==> src/rtl/game_screen_sequencer_pkg.sv <==
// rtl/game_screen_sequencer_pkg.sv - screen state and winner codes shared by sequencer, painter and decoder
package game_screen_sequencer_pkg;

    typedef enum logic [1:0] {
        ST_START = 2'd0,
        ST_PLAY  = 2'd1,
        ST_WIN   = 2'd2
    } state_t;

    localparam logic [1:0] W_NONE = 2'd0;
    localparam logic [1:0] W_X    = 2'd1;
    localparam logic [1:0] W_O    = 2'd2;
    localparam logic [1:0] W_DRAW = 2'd3;

    // {ceWS, cePS, ceSS}; anything unknown falls back to the start screen so the enables stay one-hot
    function automatic logic [2:0] screen_enables(input state_t s);
        case (s)
            ST_PLAY: return 3'b010;
            ST_WIN:  return 3'b100;
            default: return 3'b001;
        endcase
    endfunction

endpackage

==> src/rtl/game_screen_sequencer_btn_debounce.sv <==
// rtl/game_screen_sequencer_btn_debounce.sv - button synchronizer and stable-level debouncer
module btn_debounce #(
    parameter int DEBOUNCE_CYCLES = 1_000_000,
    parameter int DB_W            = 20
) (
    input  logic clk_100MHz,
    input  logic reset,
    input  logic btn_raw,
    output logic btn_clean
);

    logic            sync_1;
    logic            sync_2;
    logic [DB_W-1:0] stable_cnt;

    // The clean level only follows the synchronized input after it has differed for DEBOUNCE_CYCLES samples
    always_ff @(posedge clk_100MHz) begin
        if (reset) begin
            sync_1     <= 1'b0;
            sync_2     <= 1'b0;
            stable_cnt <= '0;
            btn_clean  <= 1'b0;
        end else begin
            sync_1 <= btn_raw;
            sync_2 <= sync_1;
            if (sync_2 == btn_clean) begin
                stable_cnt <= '0;
            end else if (stable_cnt == DB_W'(DEBOUNCE_CYCLES - 1)) begin
                btn_clean  <= sync_2;
                stable_cnt <= '0;
            end else begin
                stable_cnt <= stable_cnt + 1'b1;
            end
        end
    end

endmodule

==> src/rtl/game_screen_sequencer.sv <==
// rtl/game_screen_sequencer.sv - frame-aligned start/play/winner screen controller for the TicTacToe display
module game_screen_sequencer #(
    parameter int DEBOUNCE_CYCLES = 1_000_000,
    parameter int WIN_SECONDS     = 5,
    parameter int DB_W            = 20
) (
    input  logic       clk_100MHz,
    input  logic       reset,
    input  logic       start_btn,
    input  logic       vsync,
    input  logic       clk1Hz,
    input  logic       game_over,
    input  logic [1:0] winner_in,
    output logic       ceSS,
    output logic       cePS,
    output logic       ceWS,
    output logic       game_clear,
    output logic [1:0] winner,
    output logic       pending
);
    import game_screen_sequencer_pkg::*;

    localparam int SEC_W = $clog2(WIN_SECONDS + 2);

    logic             btn_clean;
    logic             btn_clean_q;
    logic             press;
    logic             vs_sync_1, vs_sync_2, vs_prev;
    logic             hz_sync_1, hz_sync_2, hz_prev;
    logic             frame_tick;
    logic             hz_tick;
    logic             timeout;
    logic [SEC_W-1:0] sec_cnt;
    state_t           state_q, state_d, state_prev;
    state_t           target_q, target_d, req_target;
    logic             pending_d;
    logic             req;
    logic             illegal;
    logic             latch_winner;

    btn_debounce #(
        .DEBOUNCE_CYCLES(DEBOUNCE_CYCLES),
        .DB_W           (DB_W)
    ) u_btn_debounce (
        .clk_100MHz(clk_100MHz),
        .reset     (reset),
        .btn_raw   (start_btn),
        .btn_clean (btn_clean)
    );

    assign frame_tick = vs_sync_2 & ~vs_prev;
    assign hz_tick    = hz_sync_2 & ~hz_prev;
    assign timeout    = (state_q == ST_WIN) && (sec_cnt == SEC_W'(WIN_SECONDS));

    // Requests only arm a pending change; the state itself moves on a frame boundary
    always_comb begin
        state_d      = state_q;
        pending_d    = pending;
        target_d     = target_q;
        latch_winner = 1'b0;
        req          = 1'b0;
        req_target   = ST_START;
        illegal      = 1'b0;
        case (state_q)
            ST_START: if (press) begin
                req        = 1'b1;
                req_target = ST_PLAY;
            end
            ST_PLAY: if (game_over) begin
                req        = 1'b1;
                req_target = ST_WIN;
            end
            ST_WIN: if (press || timeout) begin
                req        = 1'b1;
                req_target = ST_START;
            end
            default: illegal = 1'b1;
        endcase
        if (illegal) begin
            state_d   = ST_START;
            pending_d = 1'b0;
            target_d  = ST_START;
        end else if (pending) begin
            if (frame_tick) begin
                state_d   = target_q;
                pending_d = 1'b0;
            end
        end else if (req) begin
            pending_d    = 1'b1;
            target_d     = req_target;
            latch_winner = (state_q == ST_PLAY);
        end
    end

    always_ff @(posedge clk_100MHz) begin
        if (reset) begin
            btn_clean_q        <= 1'b0;
            press              <= 1'b0;
            vs_sync_1          <= 1'b0;
            vs_sync_2          <= 1'b0;
            vs_prev            <= 1'b0;
            hz_sync_1          <= 1'b0;
            hz_sync_2          <= 1'b0;
            hz_prev            <= 1'b0;
            sec_cnt            <= '0;
            state_q            <= ST_START;
            state_prev         <= ST_START;
            target_q           <= ST_START;
            pending            <= 1'b0;
            winner             <= W_NONE;
            game_clear         <= 1'b0;
            {ceWS, cePS, ceSS} <= 3'b001;
        end else begin
            btn_clean_q <= btn_clean;
            press       <= btn_clean & ~btn_clean_q;
            vs_sync_1   <= vsync;
            vs_sync_2   <= vs_sync_1;
            vs_prev     <= vs_sync_2;
            hz_sync_1   <= clk1Hz;
            hz_sync_2   <= hz_sync_1;
            hz_prev     <= hz_sync_2;

            state_q            <= state_d;
            state_prev         <= state_q;
            target_q           <= target_d;
            pending            <= pending_d;
            {ceWS, cePS, ceSS} <= screen_enables(state_d);
            game_clear         <= (state_q == ST_PLAY) && (state_prev != ST_PLAY);
            if (latch_winner) begin
                winner <= winner_in;
            end

            // Ticks stop counting once the return to START is already pending
            if (state_q != ST_WIN) begin
                sec_cnt <= '0;
            end else if (hz_tick && !pending) begin
                sec_cnt <= sec_cnt + 1'b1;
            end
        end
    end

endmodule
==> config.mk <==
export PLATFORM = sky130hd
export DESIGN_NAME = game_screen_sequencer
export DESIGN_NICKNAME = d
export VERILOG_FILES = /design/src/rtl/game_screen_sequencer_pkg.sv /design/src/rtl/game_screen_sequencer_btn_debounce.sv /design/src/rtl/game_screen_sequencer.sv
export SDC_FILE = /design/constraint.sdc
export NUM_CORES = 1
export LEC_CHECK = 0
export BUFFER_PORTS_ARGS = -buffer_cell sky130_fd_sc_hd__buf_2
export CAP_MARGIN = 20
export CORE_MARGIN = 3
export CORE_UTILIZATION = 52
export DETAILED_ROUTE_END_ITERATION = 10
export HOLD_SLACK_MARGIN = 0.1
export PLACE_DENSITY = 0.73
export SYNTH_ARGS = -nofsm -noshare
export SYNTH_HDL_FRONTEND = slang
export SYNTH_HIERARCHICAL = 1
export SYNTH_SLANG_ARGS = --single-unit
==> constraint.sdc <==
create_clock -name clk_100MHz -period 1.43 [get_ports clk_100MHz]
set_clock_uncertainty 0.05 [all_clocks]
set_input_delay 0.3575 -clock clk_100MHz [delete_from_list [all_inputs] [get_ports clk_100MHz]]
set_output_delay 0.3575 -clock clk_100MHz [all_outputs]
set_load 0.005 [all_outputs]
== Yosys cells after proc, flatten, opt, wreduce, memory -nomap -nowiden ==
Index checks and enable logic that the tools add are counted.

* Bits of input ports: 8
* Latch bits: 0
* Memories: 0
* Register bits after elaboration: 47
* Word-level logic and storage cells: 71
* Output and inout bits: 7
* ROM bits: 0
* Memory bits (writable): 0

* Bitwise logic cells: 9
* Div/mod/pow operators: 0
* Multiplexer cells: 17
* Multiply operators: 0
* Eq/ne operators: 9
* $add $sub $neg: 2
* Shift operators: 0
* Reductions and logical operators: 12
* Magnitude comparators: 0

{| class="wikitable"
|+ Operators with widths
! kind !! number
|-
| adder 20 x 1 -> 20 bit, second input constant || 1
|-
| == test 20 bit, second input constant || 1
|-
| two-way mux 1 bit || 10
|-
| two-way mux 2 bit || 4
|-
| NOT 1 bit || 6
|-
| one-hot mux 3 bit (2 select lines) || 1
|-
| OR reduction 3 bit || 2
|-
| == test 2 x 1 -> 1 bit, second input constant || 2
|-
| == test 2 bit, second input constant || 2
|-
| one-hot mux 2 bit (2 select lines) || 1
|-
| AND reduction 2 bit || 2
|-
| OR reduction 2 bit || 2
|-
| adder 3 x 1 -> 3 bit, second input constant || 1
|-
| AND 1 bit || 3
|-
| == test 3 bit, second input constant || 1
|-
| logical AND 1 bit || 3
|-
| one-hot mux 1 bit (3 select lines) || 1
|-
| logical NOT 2 bit || 1
|-
| inequality test 2 x 1 -> 1 bit, second input constant || 1
|-
| inequality test 2 bit, second input constant || 1
|-
| == test 1 bit || 1
|-
| logical NOT 1 bit || 1
|-
| logical OR 1 bit || 1
|}

== Logic depth before layout (Yosys ltp) ==
Gate-level depths: netlist (run 1).

* Depth in word-level cells: 8
* Depth in mapped cells: 6
* Mapped depth without buffers: 5

== Modules after synthesis ==
The synthesis (run 1) kept the hierarchy.

{| class="wikitable"
|+ Modules (own cells, without submodules)
! module !! area an instance (um2) !! instances !! sequential area each (um2) !! cells each
|-
| btn_debounce || 1023.5 || 1 || 460.4 || 117
|-
| game_screen_sequencer || 930.9 || 1 || 480.5 || 91
|}

== Worst setup path after synthesis (run 1) ==
OpenSTA, ideal clock, no wires.

* Path kind: flip-flop to flip-flop
* Start: register u_btn_debounce.stable_cnt[0]
* End: register u_btn_debounce.stable_cnt[18]
* Arrival time: 1436 ps
* Cell stages (with the launch flop): 6
* Slack: -126 ps
* Required time: 1310 ps
* Setup time: 70 ps
* Period minus slack after synthesis: 1556 ps
* Path through: dfxtp_1 -> ha_1 -> and2_1 -> nand4_1 -> or4_1 -> a21oi_1

* Longest elaborated chain between the ends: 2
* Elaborated cells between the ends (all ways): 3
* Those cells by class: 1 x add/sub; 1 x eq/ne; 1 x reduce/logical

{| class="wikitable"
|+ RTL lines
! what !! line !! text
|-
| start: declaration || game_screen_sequencer_btn_debounce.sv:14 || <nowiki>logic [DB_W-1:0] stable_cnt;</nowiki>
|-
| start signal: assignment || game_screen_sequencer_btn_debounce.sv:32 || <nowiki>stable_cnt <= stable_cnt + 1'b1;</nowiki>
|-
| branches (longest 2 deep; another with adder 20 x 1 -> 20 bit) || -- ||
|}

Several ways; the timed one is not identified.
A chain may end at the register's enable or synchronous reset.

== Final worst setup path (run 1) ==
* Start: register u_btn_debounce.stable_cnt[15]
* End: register u_btn_debounce.stable_cnt[19]

The elaborated chain is that of the path after synthesis.

==> results of run 1 <==
-- state kept, by name, indices dropped and copies added, names as in the netlist, 2 cells and up --
name                       cells
sec_cnt                        3
winner                         2
state_prev                     2
state_q                        2
u_btn_debounce/stable_cnt     20
target_q                       2
-- cell families after synthesis --
logic type	synth area share, %
AND/OR/NAND/NOR	29.2
flip-flops	48.1
AO/OA/AOI/OAI	10.1
XOR/XNOR	6.27
buffers and inverters	2.56
adder cells (fa/ha/maj)	3.20
multiplexers	0.512
-- worst max-delay path, stage by stage, from the launching register on --
cell	delay [ns]
dfxtp_1	0.36
buf_4	0.13
and4_1	0.22
nand3_1	0.11
or4_1	0.49
a21oi_1	0.16
-- metrics by stage --
stage	utilization, %	instance area (um2)
after global routing	73.0	2530
final	73.0	2530
after CTS	69.3	2400
after detailed placement	66.5	2300
after floorplan	-	1970
after global placement	66.5	2300
-- synthesized netlist by cell type, drive strengths merged (4+ instances only) --
cell type / number / area [um2]
nor2: 23 / 86.3
and2: 4 / 25.0
nand4: 5 / 31.3
nand2: 13 / 48.8
dfxtp: 47 / 941
or3: 4 / 25.0
xor2: 7 / 61.3
or4: 4 / 30.0
nor2b: 14 / 87.6
xnor2: 7 / 61.3
o21ai: 6 / 30.0
a21oi: 13 / 65.1
ha: 5 / 62.6
inv: 5 / 18.8
o31ai: 4 / 30.0
nand3: 10 / 55.1
buf: 5 / 27.5
-- area by class of cell --
type                       count  area (um2)  area share (%)
clock buffer                   5        68.8            2.72
clock inverter                 3        20.0           0.791
inverter                       5        18.8           0.741
multi-input combinational    150        1040            41.2
sequential                    47         961            37.9
tap                           46        57.6            2.27
timing repair buffer          51         363            14.3
-- power by group through the flow --
| stage | logic, mW | clock network [mW] | registers (mW) |
|---|---|---|---|
| after global placement | 0.0412 | 0 | 1.35 |
| after floorplan | 0.0242 | 0 | 1.35 |
| after detailed placement | 0.0437 | 0 | 1.35 |
| after CTS | 0.0447 | 0.817 | 1.32 |
| final | 0.0522 | 0.785 | 1.32 |
| after global routing | 0.0570 | 0.865 | 1.32 |
-- placed cells by master, fill, tap and decap left out, types with 2 or more instances in the layout --
master and count:
dfxtp_2 13, buf_6 4, nand2_1 12, clkbuf_8 5, buf_2 14, nor2b_1 13, a211oi_1 2, inv_1 5
o211ai_1 2, xnor2_1 7, nand2b_1 2, nand3_2 2, and2_1 3, and4bb_1 2, o21ai_0 4, nand4bb_1 2
o31ai_1 4, nor2_1 23, buf_4 33, a21oi_1 13, or2_1 2, dfxtp_1 33, nand4_1 5, nand3_1 8
or4_1 4, clkinvlp_4 2, ha_1 3, xor2_1 7, or3_1 4
-- what timing repair did --
item,4_1_cts,5_1_grt
gates resized for setup,4,30
gates cloned,0,3
setup buffers,0,2
hold endpoints to repair,0,0
pin swaps,0,5
endpoints found under the setup margin,22,24
hold buffers,0,0
-- metal layers --
layer,up-vias,global-route usage [%]
li1,825,-
met1,800,20.1
met2,31,39.6
met3,6,4.99
met4,0,7.85
met5,-,0
-- worst max-delay path by stage --
stage | startpoint | end | slack [ns] | depth (start not counted)
2_1_floorplan | u_btn_debounce/stable_cnt[17] | u_btn_debounce/btn_clean | -0.08 | 4
3_3_place_gp | u_btn_debounce/stable_cnt[18] | u_btn_debounce/stable_cnt[4] | -0.11 | 5
3_5_place_dp | u_btn_debounce/stable_cnt[18] | u_btn_debounce/stable_cnt[17] | -0.17 | 5
4_1_cts | u_btn_debounce/stable_cnt[18] | u_btn_debounce/btn_clean | -0.16 | 4
5_1_grt | u_btn_debounce/stable_cnt[8] | u_btn_debounce/stable_cnt[15] | -0.21 | 5
6_report | u_btn_debounce/stable_cnt[15] | u_btn_debounce/stable_cnt[19] | -0.15 | 5
==> flow_summary.json, run 1 <==
{
  "status": "finished, violations left",
  "violations": "setup timing",
  "cts_buffers": 5,
  "clkLatencyLatePin_ns": 0.30,
  "setup_viol": 21,
  "wl_met3_um": 144,
  "vdd_drop_max_mv": 0.569,
  "total_power_mw": 2.16,
  "setup_slack_ns": -0.150,
  "avgViaCountPerCell": 5.41,
  "synth_seq_cells": 47,
  "combPwrFrac_pct": 2.4,
  "ff2ff_path_depth": 5,
  "synth_edf_count": 0,
  "wl_met2_um": 2410,
  "fp.coreArea_um2": 3470,
  "drtIter0Drc": 65,
  "critPathCaptureType": "flop",
  "dieArea_um2": 4530,
  "cts-root-buf": "clkbuf_8",
  "reg2reg_to": "u_btn_debounce/stable_cnt[19]",
  "p_int_mw": 1.68,
  "ys.warnings.count": 6,
  "nFillCells": 268,
  "post-route-period-util_pct": 111,
  "final_layout_size_suffix_gt1_share_pct": 33.7,
  "vias": 1662,
  "timing.rr.start": "u_btn_debounce/stable_cnt[15]",
  "crit_type": "reg2reg",
  "antenna_found_initial": 0,
  "synth_cell_types": 43,
  "drc": 0,
  "clk_pin_slew_ns": 0.09,
  "hp-start": "clk1Hz",
  "grt_pass1_wl_um": 6840,
  "die_w_um": 67.3,
  "initial_core_util_pct": 56.3,
  "syn_to_final_growth_pct": 29.6,
  "rrSetupSlack_ns": -0.15,
  "finalNetCount": 273,
  "cts.sinks": 47,
  "grt_start_max_net_pins": 21,
  "rows": 21,
  "hp-class": "in2reg",
  "fin_cells": 307,
  "seqPwrFrac_pct": 61.2,
  "worstMarginPinSlew_ns": 0.354,
  "wirelength_met1_um": 1790,
  "drt-pass1-iter-count": 4,
  "fin_hold_ws_ns": 0.214,
  "final_max_slew_viol_count": 0,
  "required_ns": 1.61,
  "p_sw_share_pct": 22.1,
  "syn_nets": 221,
  "ant_nets": 0,
  "timing.hold.worst_endpoint": "hz_sync_1",
  "setup_tns_ns": -2.69,
  "synthesis.area_um2": 1950,
  "critPathMaxFanout": 4,
  "fin_crit_ns": 1.58,
  "rsz0062_at_grt": "true",
  "clockBufferDepth": 2,
  "syn_avg_cell_area_um2": 9.40,
  "hpwl_um": 2970,
  "crit_path_start_kind": "flop",
  "clock.fmax_mhz": 633,
  "power_density_nw_per_um2": 853,
  "cellLeakagePower_nw": 0.962,
  "portBuffers": 14,
  "die_h_um": 67.3,
  "slew_headroom_pct": 76.2,
  "synthCells": 208,
  "ys_async_sr_fraction_pct": 0,
  "route.top_layer_used": "met4",
  "cts_tree": "yes",
  "power.switching_mw": 0.477,
  "gp_congestion": 0.774,
  "cp.arrival_ns": 1.76,
  "grt_pass1_vias": 1631,
  "routed_wl_um": 4420,
  "io_pins": 15,
  "final-hold-violation-count": 0,
  "h-tree-depth": 2,
  "n_antenna_cell": 0,
  "grt_usage_pct": 20.2,
  "yosysSeqAreaShare_pct": 48.1,
  "placed_cells": 294,
  "hold_depth": 2,
  "pwr-share-clk_pct": 36.4,
  "max_cap_viol_count": 0,
  "pre_cts_ws_ns": -0.167,
  "ys.flop_type": "dfxtp_1",
  "routedWlPerCell_um": 14.4,
  "grt.overflow.total": 0
}
Power figures use the tool's default switching activity.
==> run 2, diff against run 1 <==
--- a/config.mk
+++ b/config.mk
@@ -5,13 +5,14 @@
 export SDC_FILE = /design/constraint.sdc
 export NUM_CORES = 1
 export LEC_CHECK = 0
+export ABC_AREA = 1
 export BUFFER_PORTS_ARGS = -buffer_cell sky130_fd_sc_hd__buf_2
 export CAP_MARGIN = 20
 export CORE_MARGIN = 3
-export CORE_UTILIZATION = 52
+export CORE_UTILIZATION = 53
 export DETAILED_ROUTE_END_ITERATION = 10
 export HOLD_SLACK_MARGIN = 0.1
-export PLACE_DENSITY = 0.73
+export PLACE_DENSITY = 0.74
 export SYNTH_ARGS = -nofsm -noshare
 export SYNTH_HDL_FRONTEND = slang
 export SYNTH_HIERARCHICAL = 1
==> flow_summary.json, run 2 <==
{
  "syn_nets": 290,
  "required_ns": 1.58,
  "critPathCaptureType": "flop",
  "timing.rr.start": "vs_sync_2",
  "synth-simple-area-share_pct": 32.1,
  "die_h_um": 67.6,
  "drtIter0Drc": 133,
  "synthTopCellsByCount": "nor2_1, nand2_1, dfxtp_1",
  "synth_compound_area_share_pct": 6.53,
  "crit_slowest_cell": "dfxtp_2",
  "vdd_drop_max_mv": 0.813,
  "crit_start": "vs_sync_2",
  "crit_path_cell_trace": "inv_2 > nor2_1 > nand2_1 > inv_2 > nand2_1 > o21ai_1 > nand2_1 > ha_1 > or2_4",
  "pre_cts_ws_ns": -0.0246,
  "grt_start_max_net_pins": 18,
  "portBuffers": 14,
  "fin_crit_ns": 1.51,
  "cts_buffers": 5,
  "synth_top_family_by_area": "simple AND/OR/NAND/NOR gates",
  "setup_slack_ns": -0.0792,
  "post-route-period-util_pct": 106,
  "vias": 1811,
  "synth_xor_area_share_pct": 3.05,
  "fin_cells": 365,
  "cp.arrival_ns": 1.66,
  "clock.fmax_mhz": 663,
  "crit_type": "reg2reg",
  "synth_edf_count": 0,
  "final_max_slew_viol_count": 0,
  "violations": "setup timing",
  "synthCells": 277,
  "ff2ff_path_depth": 9,
  "hp-class": "in2reg",
  "worstMarginPinSlew_ns": 0.427,
  "h-tree-depth": 2,
  "routedWlPerCell_um": 12.2,
  "final-hold-violation-count": 0,
  "hpwl_um": 2790,
  "drt-pass1-iter-count": 4,
  "synth-adder-area-share_pct": 3.11,
  "fin_hold_ws_ns": 0.206,
  "drc": 0,
  "setup_viol": 1,
  "critical_path.endpoint": "ceSS",
  "grt_pass1_wl_um": 6930,
  "routed_wl_um": 4470,
  "rsz0062_at_grt": "true",
  "avgViaCountPerCell": 4.96,
  "clk_pin_slew_ns": 0.08,
  "finalNetCount": 332,
  "yosysSeqAreaShare_pct": 46.8,
  "crit_path_start_kind": "flop",
  "max_cap_viol_count": 0,
  "rrSetupSlack_ns": -0.08,
  "ant_nets": 0,
  "rows": 21,
  "ys.warnings.count": 6,
  "slowest_delay_ns": 0.33,
  "nFillCells": 278,
  "top_regs": "u_btn_debounce/stable_cnt (20), sec_cnt (3)",
  "dieArea_um2": 4570,
  "layout_commonest_cell": "nor2_1",
  "syn_avg_cell_area_um2": 7.26,
  "top_register": "u_btn_debounce/stable_cnt",
  "largest_register_ff_count": 20,
  "grt_pass1_vias": 1599,
  "crit_top_cell": "nand2_1",
  "grt.overflow.total": 0,
  "n_antenna_cell": 0,
  "grt_usage_pct": 20.4,
  "synth_seq_cells": 47,
  "yosysMostFrequentCell": "nor2_1",
  "final_layout_size_suffix_gt1_share_pct": 25.1,
  "ys_async_sr_fraction_pct": 0,
  "critPathMaxFanout": 4,
  "synthesis.area_um2": 2010,
  "muxShareOfSynthArea_pct": 0,
  "cellLeakagePower_nw": 0.960,
  "clockBufferDepth": 2,
  "reg2reg_to": "ceSS",
  "gp_congestion": 0.865,
  "slew_headroom_pct": 70.8,
  "synth_top_area_share_pct": 46.8,
  "initial_core_util_pct": 57.6,
  "status": "finished, violations left",
  "antenna_found_initial": 0,
  "cts-root-buf": "clkbuf_8",
  "ys.flop_type": "dfxtp_1",
  "hold_buffers": 0,
  "power_density_nw_per_um2": 931,
  "die_w_um": 67.6,
  "placed_cells": 350,
  "synth_cell_types": 27,
  "layout_common_cells": "nor2_1, nand2_1, dfxtp_1, inv_1, buf_4",
  "fp.coreArea_um2": 3490,
  "clkLatencyLatePin_ns": 0.30,
  "finalInstanceArea_um2": 2520,
  "dpl-instance-area_um2": 2240,
  "synth_area_leaders": "dfxtp_1, nor2_1, nand2_1",
  "cts.sinks": 47,
  "synth_top_area_cell": "dfxtp_1",
  "io_pins": 15,
  "cts_tree": "yes",
  "syn_to_final_growth_pct": 25.1
}
## run 2: changes by cell type in the layout (fill, tap and decap cells not counted), moves of 5 or more
cell and change:
nand2_1 +36, nor2_1 +34, inv_1 +31, nor2b_1 -12
buf_4 -10, nand3_1 +9, nor2_2 +5, nor2_4 +5
## run 2: cell families (layout without fill, tap and decap cells)
logic type / count (synthesis) / after routing
simple gates: 152 / 153
flops: 47 / 47
buf+inv: 43 / 84
compound gates: 23 / 23
xor+xnor: 7 / 7
fa+ha+maj: 5 / 5
## run 2: through the flow
step                util (%)  TNS [ns]  total power [mW]
CTS                     68.3   -0.0288              2.36
global placement        64.1   -0.0203              1.40
detailed placement      64.1   -0.0246              1.40
finish                  72.0   -0.0792              2.34
global route            72.0    -0.568              2.42
floorplan                  -         0              1.38
## run 2: cell type report
class                           count  area (um2)  share of cell area (%)
Sequential cell                    47         953                    37.9
Inverter                           40         150                    5.97
Clock inverter                      2        37.5                    1.49
Multi-Input combinational cell    188        1010                    40.0
Clock buffer                        5        68.8                    2.73
Tap cell                           46        57.6                    2.29
Timing Repair Buffer               37         243                    9.65
## run 2: per-layer routing
metal  track usage, %  up-vias  wire length, um
li1                 -      945                -
met1             27.0      816             2090
met2             30.5       41             2080
met3             6.32        9              227
met4             8.86        0               73
met5                0        -                0
## run 2: where the power goes
group | total, mW | switching [mW] | leakage, nW | internal [mW]
registers | 1.32 | 0.00482 | 0.385 | 1.32
logic | 0.0652 | 0.0351 | 0.525 | 0.0301
clock network | 0.955 | 0.444 | 0.0502 | 0.511
## run 2: how the worst min path moves through the flow
stage	cells past startpoint	end	slack [ns]	start
after floorplan	1	press	0.32	btn_clean_q
after global placement	1	press	0.33	btn_clean_q
after detailed placement	1	press	0.34	btn_clean_q
after CTS	3	vs_sync_1	0.20	vsync
after global routing	3	u_btn_debounce/sync_1	0.20	start_btn
final	3	vs_sync_1	0.21	vsync
## run 2: critical path: cells and delay by family (launching register included)
| family | cells | cell delay (ns) |
|---|---|---|
| buffers and inverters | 2 | 0.12 |
| adders and majority gates | 1 | 0.29 |
| and+or+nand+nor | 5 | 0.55 |
| AOI/OAI and AO/OA | 1 | 0.08 |
| DFF | 1 | 0.33 |
## run 2: timing repair
action / in CTS / in global routing
buffers inserted: 5 / 3
gates resized for setup: 5 / 33
gates cloned: 0 / 1
setup endpoints to repair: 2 / 24
pin swaps: 4 / 9
